## src/rtl/edge_pkg.sv

```systemverilog
// Shared types and defaults for the pixel SRAM arbiter: FSM states, requester IDs,
// default bus widths and the tie-break helper.
package edge_pkg;

    localparam int DEFAULT_ADDR_BITS = 16;
    localparam int DEFAULT_DATA_BITS = 24;
    localparam int TIMER_BITS        = 4;

    typedef enum logic [1:0] {
        IDLE  = 2'd0,
        READ  = 2'd1,
        WRITE = 2'd2,
        DONE  = 2'd3
    } arb_state_t;

    typedef enum logic {
        REQ_RD = 1'b0,
        REQ_WR = 1'b1
    } req_id_t;

    // On a tie, the requester that was not served last wins.
    function automatic arb_state_t pick_grant(input logic rd, input logic wr, input req_id_t last);
        if (rd && wr) return (last == REQ_RD) ? WRITE : READ;
        if (rd)       return READ;
        if (wr)       return WRITE;
        return IDLE;
    endfunction

endpackage

```

## src/rtl/sram_port_arbiter_if.sv

```systemverilog
// Requester-side handshake bundle for sram_port_arbiter: the read (pixel fetch)
// and write (result writeback) request/ack channels.
interface sram_port_arbiter_if #(
    parameter int ADDR_BITS = edge_pkg::DEFAULT_ADDR_BITS,
    parameter int DATA_BITS = edge_pkg::DEFAULT_DATA_BITS
);
    logic                 rd_req;
    logic [ADDR_BITS-1:0] rd_addr;
    logic                 rd_ack;
    logic [DATA_BITS-1:0] rd_rdata;

    logic                 wr_req;
    logic [ADDR_BITS-1:0] wr_addr;
    logic [DATA_BITS-1:0] wr_wdata;
    logic                 wr_ack;

    modport master (
        output rd_req, rd_addr, wr_req, wr_addr, wr_wdata,
        input  rd_ack, rd_rdata, wr_ack
    );

    modport slave (
        input  rd_req, rd_addr, wr_req, wr_addr, wr_wdata,
        output rd_ack, rd_rdata, wr_ack
    );
endinterface

```

## src/rtl/flex_counter.sv

```systemverilog
// Clearable up-counter that wraps from rollover_val back to 1; rollover_flag is
// registered and high while the count equals rollover_val.
module flex_counter #(
    parameter int NUM_CNT_BITS = 4
) (
    input  logic                    clk,
    input  logic                    n_rst,
    input  logic                    clear,
    input  logic                    count_enable,
    input  logic [NUM_CNT_BITS-1:0] rollover_val,
    output logic                    rollover_flag
);

    logic [NUM_CNT_BITS-1:0] count_q, count_d;
    logic                    flag_q, flag_d;

    always_comb begin
        // NOTE: every signal assigned here gets a default first, so no path can infer a latch.
        count_d = count_q;
        flag_d  = flag_q;
        if (clear) begin
            count_d = '0;
            flag_d  = 1'b0;
        end else if (count_enable) begin
            count_d = (count_q == rollover_val) ? NUM_CNT_BITS'(1) : count_q + NUM_CNT_BITS'(1);
            flag_d  = (count_d == rollover_val);
        end
    end

    // NOTE: state updates use non-blocking assignments so all flops sample the same pre-edge values.
    always_ff @(posedge clk or negedge n_rst) begin
        if (!n_rst) begin
            count_q <= '0;
            flag_q  <= 1'b0;
        end else begin
            count_q <= count_d;
            flag_q  <= flag_d;
        end
    end

    assign rollover_flag = flag_q;

endmodule

```

## src/rtl/sram_port_arbiter.sv

```systemverilog
// Shares the single-port pixel SRAM between the read (fetch) and write (writeback)
// requesters. Optional grant counters are built when SRAM_ARB_PERF_EN is defined.
module sram_port_arbiter
    import edge_pkg::*;
#(
    parameter int ADDR_BITS     = DEFAULT_ADDR_BITS,
    parameter int DATA_BITS     = DEFAULT_DATA_BITS,
    parameter int ACCESS_CYCLES = 5,
    parameter int PERF_BITS     = 16
) (
    input  logic                 clk,
    input  logic                 n_rst,
    sram_port_arbiter_if.slave   req_if,
    output logic [ADDR_BITS-1:0] sram_address,
    output logic [DATA_BITS-1:0] sram_w_data,
    input  logic [DATA_BITS-1:0] sram_r_data,
    output logic                 sram_read_enable,
    output logic                 sram_write_enable,
    output logic                 busy
`ifdef SRAM_ARB_PERF_EN
    ,
    output logic [PERF_BITS-1:0] rd_grants,
    output logic [PERF_BITS-1:0] wr_grants
`endif
);

    if (ACCESS_CYCLES < 3 || ACCESS_CYCLES > 15 || PERF_BITS < 1) begin : g_bad_params
        $error("sram_port_arbiter: ACCESS_CYCLES must be 3..15 and PERF_BITS >= 1");
    end

    arb_state_t           state_q, state_d;
    req_id_t              last_grant_q, last_grant_d;
    logic [ADDR_BITS-1:0] address_q, address_d;
    logic [DATA_BITS-1:0] w_data_q, w_data_d;
    logic [DATA_BITS-1:0] rd_rdata_q, rd_rdata_d;
    logic                 read_enable_q, read_enable_d;
    logic                 write_enable_q, write_enable_d;
    logic                 rd_ack_q, rd_ack_d;
    logic                 wr_ack_q, wr_ack_d;
    logic                 busy_q, busy_d;

    logic timer_clear, timer_enable, timer_done;

    // The grant edge already counts as tick 1, so the flag rises on the last enable cycle.
    flex_counter #(.NUM_CNT_BITS(TIMER_BITS)) u_timer (
        .clk          (clk),
        .n_rst        (n_rst),
        .clear        (timer_clear),
        .count_enable (timer_enable),
        .rollover_val (TIMER_BITS'(ACCESS_CYCLES)),
        .rollover_flag(timer_done)
    );

    always_comb begin
        state_d        = state_q;
        last_grant_d   = last_grant_q;
        address_d      = address_q;
        w_data_d       = w_data_q;
        rd_rdata_d     = rd_rdata_q;
        read_enable_d  = 1'b0;
        write_enable_d = 1'b0;
        rd_ack_d       = 1'b0;
        wr_ack_d       = 1'b0;
        timer_clear    = 1'b0;
        timer_enable   = 1'b0;

        case (state_q)
            IDLE: begin
                state_d = pick_grant(req_if.rd_req, req_if.wr_req, last_grant_q);
                case (state_d)
                    READ: begin
                        address_d     = req_if.rd_addr;
                        read_enable_d = 1'b1;
                        timer_enable  = 1'b1;
                    end
                    WRITE: begin
                        address_d      = req_if.wr_addr;
                        w_data_d       = req_if.wr_wdata;
                        write_enable_d = 1'b1;
                        timer_enable   = 1'b1;
                    end
                    default: timer_clear = 1'b1;
                endcase
            end
            READ, WRITE: begin
                timer_enable = 1'b1;
                if (timer_done) begin
                    state_d = DONE;
                    if (state_q == READ) begin
                        rd_rdata_d   = sram_r_data;
                        rd_ack_d     = 1'b1;
                        last_grant_d = REQ_RD;
                    end else begin
                        wr_ack_d     = 1'b1;
                        last_grant_d = REQ_WR;
                    end
                end else begin
                    read_enable_d  = (state_q == READ);
                    write_enable_d = (state_q == WRITE);
                end
            end
            DONE: begin
                state_d     = IDLE;
                timer_clear = 1'b1;
            end
            default: begin
                state_d     = IDLE;
                timer_clear = 1'b1;
            end
        endcase

        busy_d = (state_d != IDLE);
    end

    always_ff @(posedge clk or negedge n_rst) begin
        if (!n_rst) begin
            state_q        <= IDLE;
            last_grant_q   <= REQ_WR;
            address_q      <= '0;
            w_data_q       <= '0;
            rd_rdata_q     <= '0;
            read_enable_q  <= 1'b0;
            write_enable_q <= 1'b0;
            rd_ack_q       <= 1'b0;
            wr_ack_q       <= 1'b0;
            busy_q         <= 1'b0;
        end else begin
            state_q        <= state_d;
            last_grant_q   <= last_grant_d;
            address_q      <= address_d;
            w_data_q       <= w_data_d;
            rd_rdata_q     <= rd_rdata_d;
            read_enable_q  <= read_enable_d;
            write_enable_q <= write_enable_d;
            rd_ack_q       <= rd_ack_d;
            wr_ack_q       <= wr_ack_d;
            busy_q         <= busy_d;
        end
    end

    assign sram_address      = address_q;
    assign sram_w_data       = w_data_q;
    assign sram_read_enable  = read_enable_q;
    assign sram_write_enable = write_enable_q;
    assign busy              = busy_q;
    assign req_if.rd_rdata   = rd_rdata_q;
    assign req_if.rd_ack     = rd_ack_q;
    assign req_if.wr_ack     = wr_ack_q;

`ifdef SRAM_ARB_PERF_EN
    logic [PERF_BITS-1:0] rd_grants_q, rd_grants_d;
    logic [PERF_BITS-1:0] wr_grants_q, wr_grants_d;

    // Counters step on the same edge that raises the ack and stick at all-ones.
    always_comb begin
        rd_grants_d = rd_grants_q;
        wr_grants_d = wr_grants_q;
        if (rd_ack_d && !(&rd_grants_q)) rd_grants_d = rd_grants_q + PERF_BITS'(1);
        if (wr_ack_d && !(&wr_grants_q)) wr_grants_d = wr_grants_q + PERF_BITS'(1);
    end

    always_ff @(posedge clk or negedge n_rst) begin
        if (!n_rst) begin
            rd_grants_q <= '0;
            wr_grants_q <= '0;
        end else begin
            rd_grants_q <= rd_grants_d;
            wr_grants_q <= wr_grants_d;
        end
    end

    assign rd_grants = rd_grants_q;
    assign wr_grants = wr_grants_q;
`endif

endmodule
```

## src/flat_wrapper.sv

```systemverilog
// flat-port wrapper written by rule: the top's interface ports become plain ports
module sram_port_arbiter_flat import edge_pkg::*;
#(
    parameter int ADDR_BITS     = DEFAULT_ADDR_BITS,
    parameter int DATA_BITS     = DEFAULT_DATA_BITS,
    parameter int ACCESS_CYCLES = 5,
    parameter int PERF_BITS     = 16
)
  (clk, n_rst, sram_address, sram_w_data, sram_r_data, sram_read_enable, sram_write_enable, busy, req_if_rd_req, req_if_rd_addr, req_if_wr_req, req_if_wr_addr, req_if_wr_wdata, req_if_rd_ack, req_if_rd_rdata, req_if_wr_ack);
  sram_port_arbiter_if #(.ADDR_BITS(ADDR_BITS), .DATA_BITS(DATA_BITS)) req_if_i ();
  input  logic clk;
  input  logic n_rst;
  output logic [ADDR_BITS-1:0] sram_address;
  output logic [DATA_BITS-1:0] sram_w_data;
  input  logic [DATA_BITS-1:0] sram_r_data;
  output logic sram_read_enable;
  output logic sram_write_enable;
  output logic busy;
  input wire logic [$bits(req_if_i.rd_req)-1:0] req_if_rd_req;
  input wire logic [$bits(req_if_i.rd_addr)-1:0] req_if_rd_addr;
  input wire logic [$bits(req_if_i.wr_req)-1:0] req_if_wr_req;
  input wire logic [$bits(req_if_i.wr_addr)-1:0] req_if_wr_addr;
  input wire logic [$bits(req_if_i.wr_wdata)-1:0] req_if_wr_wdata;
  output wire logic [$bits(req_if_i.rd_ack)-1:0] req_if_rd_ack;
  output wire logic [$bits(req_if_i.rd_rdata)-1:0] req_if_rd_rdata;
  output wire logic [$bits(req_if_i.wr_ack)-1:0] req_if_wr_ack;
  assign req_if_i.rd_req = req_if_rd_req;
  assign req_if_i.rd_addr = req_if_rd_addr;
  assign req_if_i.wr_req = req_if_wr_req;
  assign req_if_i.wr_addr = req_if_wr_addr;
  assign req_if_i.wr_wdata = req_if_wr_wdata;
  assign req_if_rd_ack = req_if_i.rd_ack;
  assign req_if_rd_rdata = req_if_i.rd_rdata;
  assign req_if_wr_ack = req_if_i.wr_ack;
  sram_port_arbiter #(.ADDR_BITS(ADDR_BITS), .DATA_BITS(DATA_BITS), .ACCESS_CYCLES(ACCESS_CYCLES), .PERF_BITS(PERF_BITS)) u_core (.clk(clk), .n_rst(n_rst), .req_if(req_if_i), .sram_address(sram_address), .sram_w_data(sram_w_data), .sram_r_data(sram_r_data), .sram_read_enable(sram_read_enable), .sram_write_enable(sram_write_enable), .busy(busy));
endmodule
```

## config.mk

```make
export PLATFORM = sky130hd
export DESIGN_NAME = sram_port_arbiter_flat
export DESIGN_NICKNAME = d
export VERILOG_FILES = /design/src/rtl/edge_pkg.sv /design/src/rtl/sram_port_arbiter_if.sv /design/src/rtl/flex_counter.sv /design/src/rtl/sram_port_arbiter.sv /design/src/flat_wrapper.sv
export SDC_FILE = /design/constraint.sdc
export NUM_CORES = 1
export LEC_CHECK = 0
export ABC_AREA = 1
export BUFFER_PORTS_ARGS = -buffer_cell sky130_fd_sc_hd__buf_2
export CAP_MARGIN = 20
export CORE_MARGIN = 2
export CORE_UTILIZATION = 50
export DETAILED_ROUTE_END_ITERATION = 6
export PLACE_DENSITY = 0.82
export RECOVER_POWER = 50
export REMOVE_ABC_BUFFERS = 1
export SYNTH_ARGS = -nofsm -noshare
export SYNTH_HDL_FRONTEND = slang
export SYNTH_SLANG_ARGS = --single-unit
```

## constraint.sdc

```tcl
create_clock -name clk -period 3.1 [get_ports clk]
set_clock_uncertainty 0.1 [all_clocks]
set_input_delay 0.62 -clock clk [delete_from_list [all_inputs] [get_ports clk]]
set_output_delay 0.62 -clock clk [all_outputs]
set_load 0.02 [all_outputs]
```

==> out/results.txt <==
First-pass GRT wire length = 12.4 mm
Core area = 6390 um^2
Initial antenna violation count = 0
H-tree levels = 3
Num ports = 153
Clk buf depth = 2
Crit start category = flip-flop
Vias per std cell = 4.94
Num CTS Buffers = 9
RSZ-0062 raised after global routing = no
Number of global-route vias before repair = 2703
CP Capture Type = flip-flop
Final Hold Viols = 0
Iter 0 DRT Violations = 139
Port buffer count = 152
# placed instances = 547
Area Growth Syn to Fin = 29.0%
Final WL = 7.59 mm
Post-Layout Cell Count = 563
Clk pin slew, worst setup/hold paths = 0.08 ns
Simple-gate area share of the yosys netlist = 18.5%
Die W = 85.6 um
Tot GR Track Use = 21.3%
Area share of fa/ha/maj cells after synthesis = 2.26%
Max-slew headroom = -22.4%
Nets = 571
P_leak = 2.24 nW
Least-Margin Pin Slew = 1.84 ns
Worst hold path class = in2reg
Die area = 7320 um^2
Post-synthesis compound-gate area fraction = 6.21%
Seq cells post-synth = 77
Clock latency on the worst-skew pair = 0.34 ns
Syn_area_per_cell = 10.0 um^2
Wirelength per Cell = 13.5 um
Peak supply drop = 0.760 mV
Arrival time at the worst endpoint = 2.21 ns
Proportion of synthesized area in mux cells = 10.3%
Distinct cells, synth = 20
Worst EP required = 3.23 ns
Root buf cell = clkbuf_8
Final setup fails = 0
Period utilisation layout = 67.1%
Layout cells sized above 1 = 35.0%
DP HPWL = 5.42 mm
Outcome = complete, but fails checks
Resize count post-CTS = 0
Gr ovfl total = 0
Row cnt = 29
CP top delay family = flip-flops
Pwr Density = 1130 nW/um^2
Number of remaining DRC errors = 0
Via count = 2782
Seq/Total Area, Yosys = 58.0%
Routed Antenna Nets = 0
Critical Path Max Stage Delay = 0.55 ns
Min Tclk post-route = 2.08 ns
Yosys warning total = 0
Post-Synth XOR/XNOR Area = 0%
Highest clock rate = 481 MHz
Die H = 85.6 um
Critical-path top delay cell = dfstp_1
Area of the mapped netlist = 3330 um^2
Initial Utilization = 52.1%
Crit-path cells = nand2_1 -> nand2_1 -> inv_1 -> ha_1 -> buf_4 -> nand2_4 -> mux2_2
Cts hold-fix bufs = 0
Largest net degree at the start of global routing = 78
Count of maximum capacitance violations = 1
Gpl congestion = 0.811
Cell mode on critical path = nand2_1
ANT cells = 0
Post-Synthesis Cells = 331
Final Util = 67.2%
CP max FO = 25
Worst hold margin = 0.367 ns
Setup bufs post-CTS = 0
CTS tree = yes
CP Buf/Inv Count = 2
First-pass iteration count of the detailed router = 4
Setup TNS = 0 ns
Power, Total = 4.84 mW
Critical path class = reg2reg
Largest family of logic cells by synthesized area = simple AND/OR/NAND/NOR gates
Failing checks = max-capacitance violations, max-slew violations
Slew Viols, Final = 78
Clock Sinks = 77
## cells by family (layout without fill, tap and decap cells)
logic type	after synthesis	after routing
muxes	24	24
and+or+nand+nor	154	154
buffers and inverters	31	186
adders and majority gates	6	6
AOI/OAI and AO/OA	39	39
DFF	77	77
## metrics by stage
step / area [um^2] / setup slack, ns
after global routing: 4290 / 0.701
final: 4290 / 1.02
after detailed placement: 4100 / 0.807
after global placement: 4100 / 0.870
after CTS: 4330 / 1.03
after floorplan: 3230 / 0.887
## worst paths after layout
kind                       depth (start not counted)                        from  slack (ns)                          to
setup reg to reg                                   7         u_core.last_grant_q        1.02       u_core.sram_w_data[5]
setup / recovery                                   7         u_core.last_grant_q        1.02       u_core.sram_w_data[5]
hold / removal                                     3              sram_r_data[9]        0.37   u_core.req_if.rd_rdata[9]
max in group asynchronous                          1                       n_rst        1.14    u_core.sram_write_enable
hold reg to reg                                    2  u_core.req_if.rd_rdata[21]        0.38  u_core.req_if.rd_rdata[21]
min in group asynchronous                          1                       n_rst        0.66      u_core.sram_w_data[12]
## layout by cell type, fill, tap and decap left out
| master | count |
|---|---|
| buf_2 | 122 |
| nand2_1 | 117 |
| dfrtp_1 | 76 |
| a21oi_1 | 34 |
| clkbuf_1 | 29 |
| nor2_1 | 21 |
| mux2_4 | 19 |
| inv_1 | 15 |
| clkbuf_8 | 10 |
| nand3_1 | 9 |
| ha_1 | 6 |
| mux2_2 | 5 |
| o21ai_0 | 4 |
| nand4_1 | 4 |
| nand2_4 | 2 |
| inv_2 | 2 |
| inv_6 | 2 |
| bufinv_16 | 2 |
| clkinvlp_4 | 2 |
| nand2_2 | 1 |
| a21oi_4 | 1 |
| clkbuf_2 | 1 |
| buf_4 | 1 |
| dfstp_1 | 1 |
## cells in the mapped netlist
cell / count / area, um^2
mux2_4: 19 / 285
ha_1: 6 / 75.1
a21oi_4: 1 / 16.3
mux2_2: 5 / 56.3
a21oi_1: 34 / 170
inv_1: 15 / 56.3
nand2_1: 117 / 439
nand2_2: 1 / 6.26
dfrtp_1: 76 / 1900
o21ai_0: 4 / 20.0
inv_2: 2 / 7.51
buf_6: 2 / 22.5
dfstp_2: 1 / 26.3
clkbuf_1: 3 / 11.3
buf_4: 6 / 45.0
nand2_4: 2 / 22.5
nand3_1: 9 / 45.0
buf_2: 3 / 15.0
nand4_1: 4 / 25.0
nor2_1: 21 / 78.8
## worst min-delay path: stages
cell and delay [ns]:
buf_2 0.08, nand2_1 0.04, nand2_1 0.04
## power by group
group	internal [mW]	switching, mW
clock network	0.481	0.374
logic	0.819	1.38
registers	1.50	0.286
## area by class of cell
type | instances | area (um^2)
clock inverter | 6 | 92.6
fill | 531 | 2100
timing repair buffer | 153 | 732
clock buffer | 10 | 138
inverter | 17 | 63.8
multi-input combinational | 223 | 1240
tap | 77 | 96.3
sequential | 77 | 1930
## sequential cells by signal (all words and copies together), names as in the netlist
signal and cells:
u_core.sram_w_data 24, u_core.state_q 2, u_core.req_if.rd_ack 1, u_core.sram_read_enable 1, u_core.req_if.wr_ack 1, u_core.sram_write_enable 1
u_core.u_timer.count_q 4, u_core.busy 1, u_core.last_grant_q 1, u_core.req_if.rd_rdata 24, u_core.sram_address 16, u_core.u_timer.rollover_flag 1
## per-layer routing
layer  up-vias  GRT usage, %  share of wire, %
met5         -             0                 0
met1      1281          28.1                43
li1       1357             -                 -
met2       130          34.9                48
met3        14          4.14               7.3
met4         0          8.95               1.8
Power figures use the tool's default switching activity.
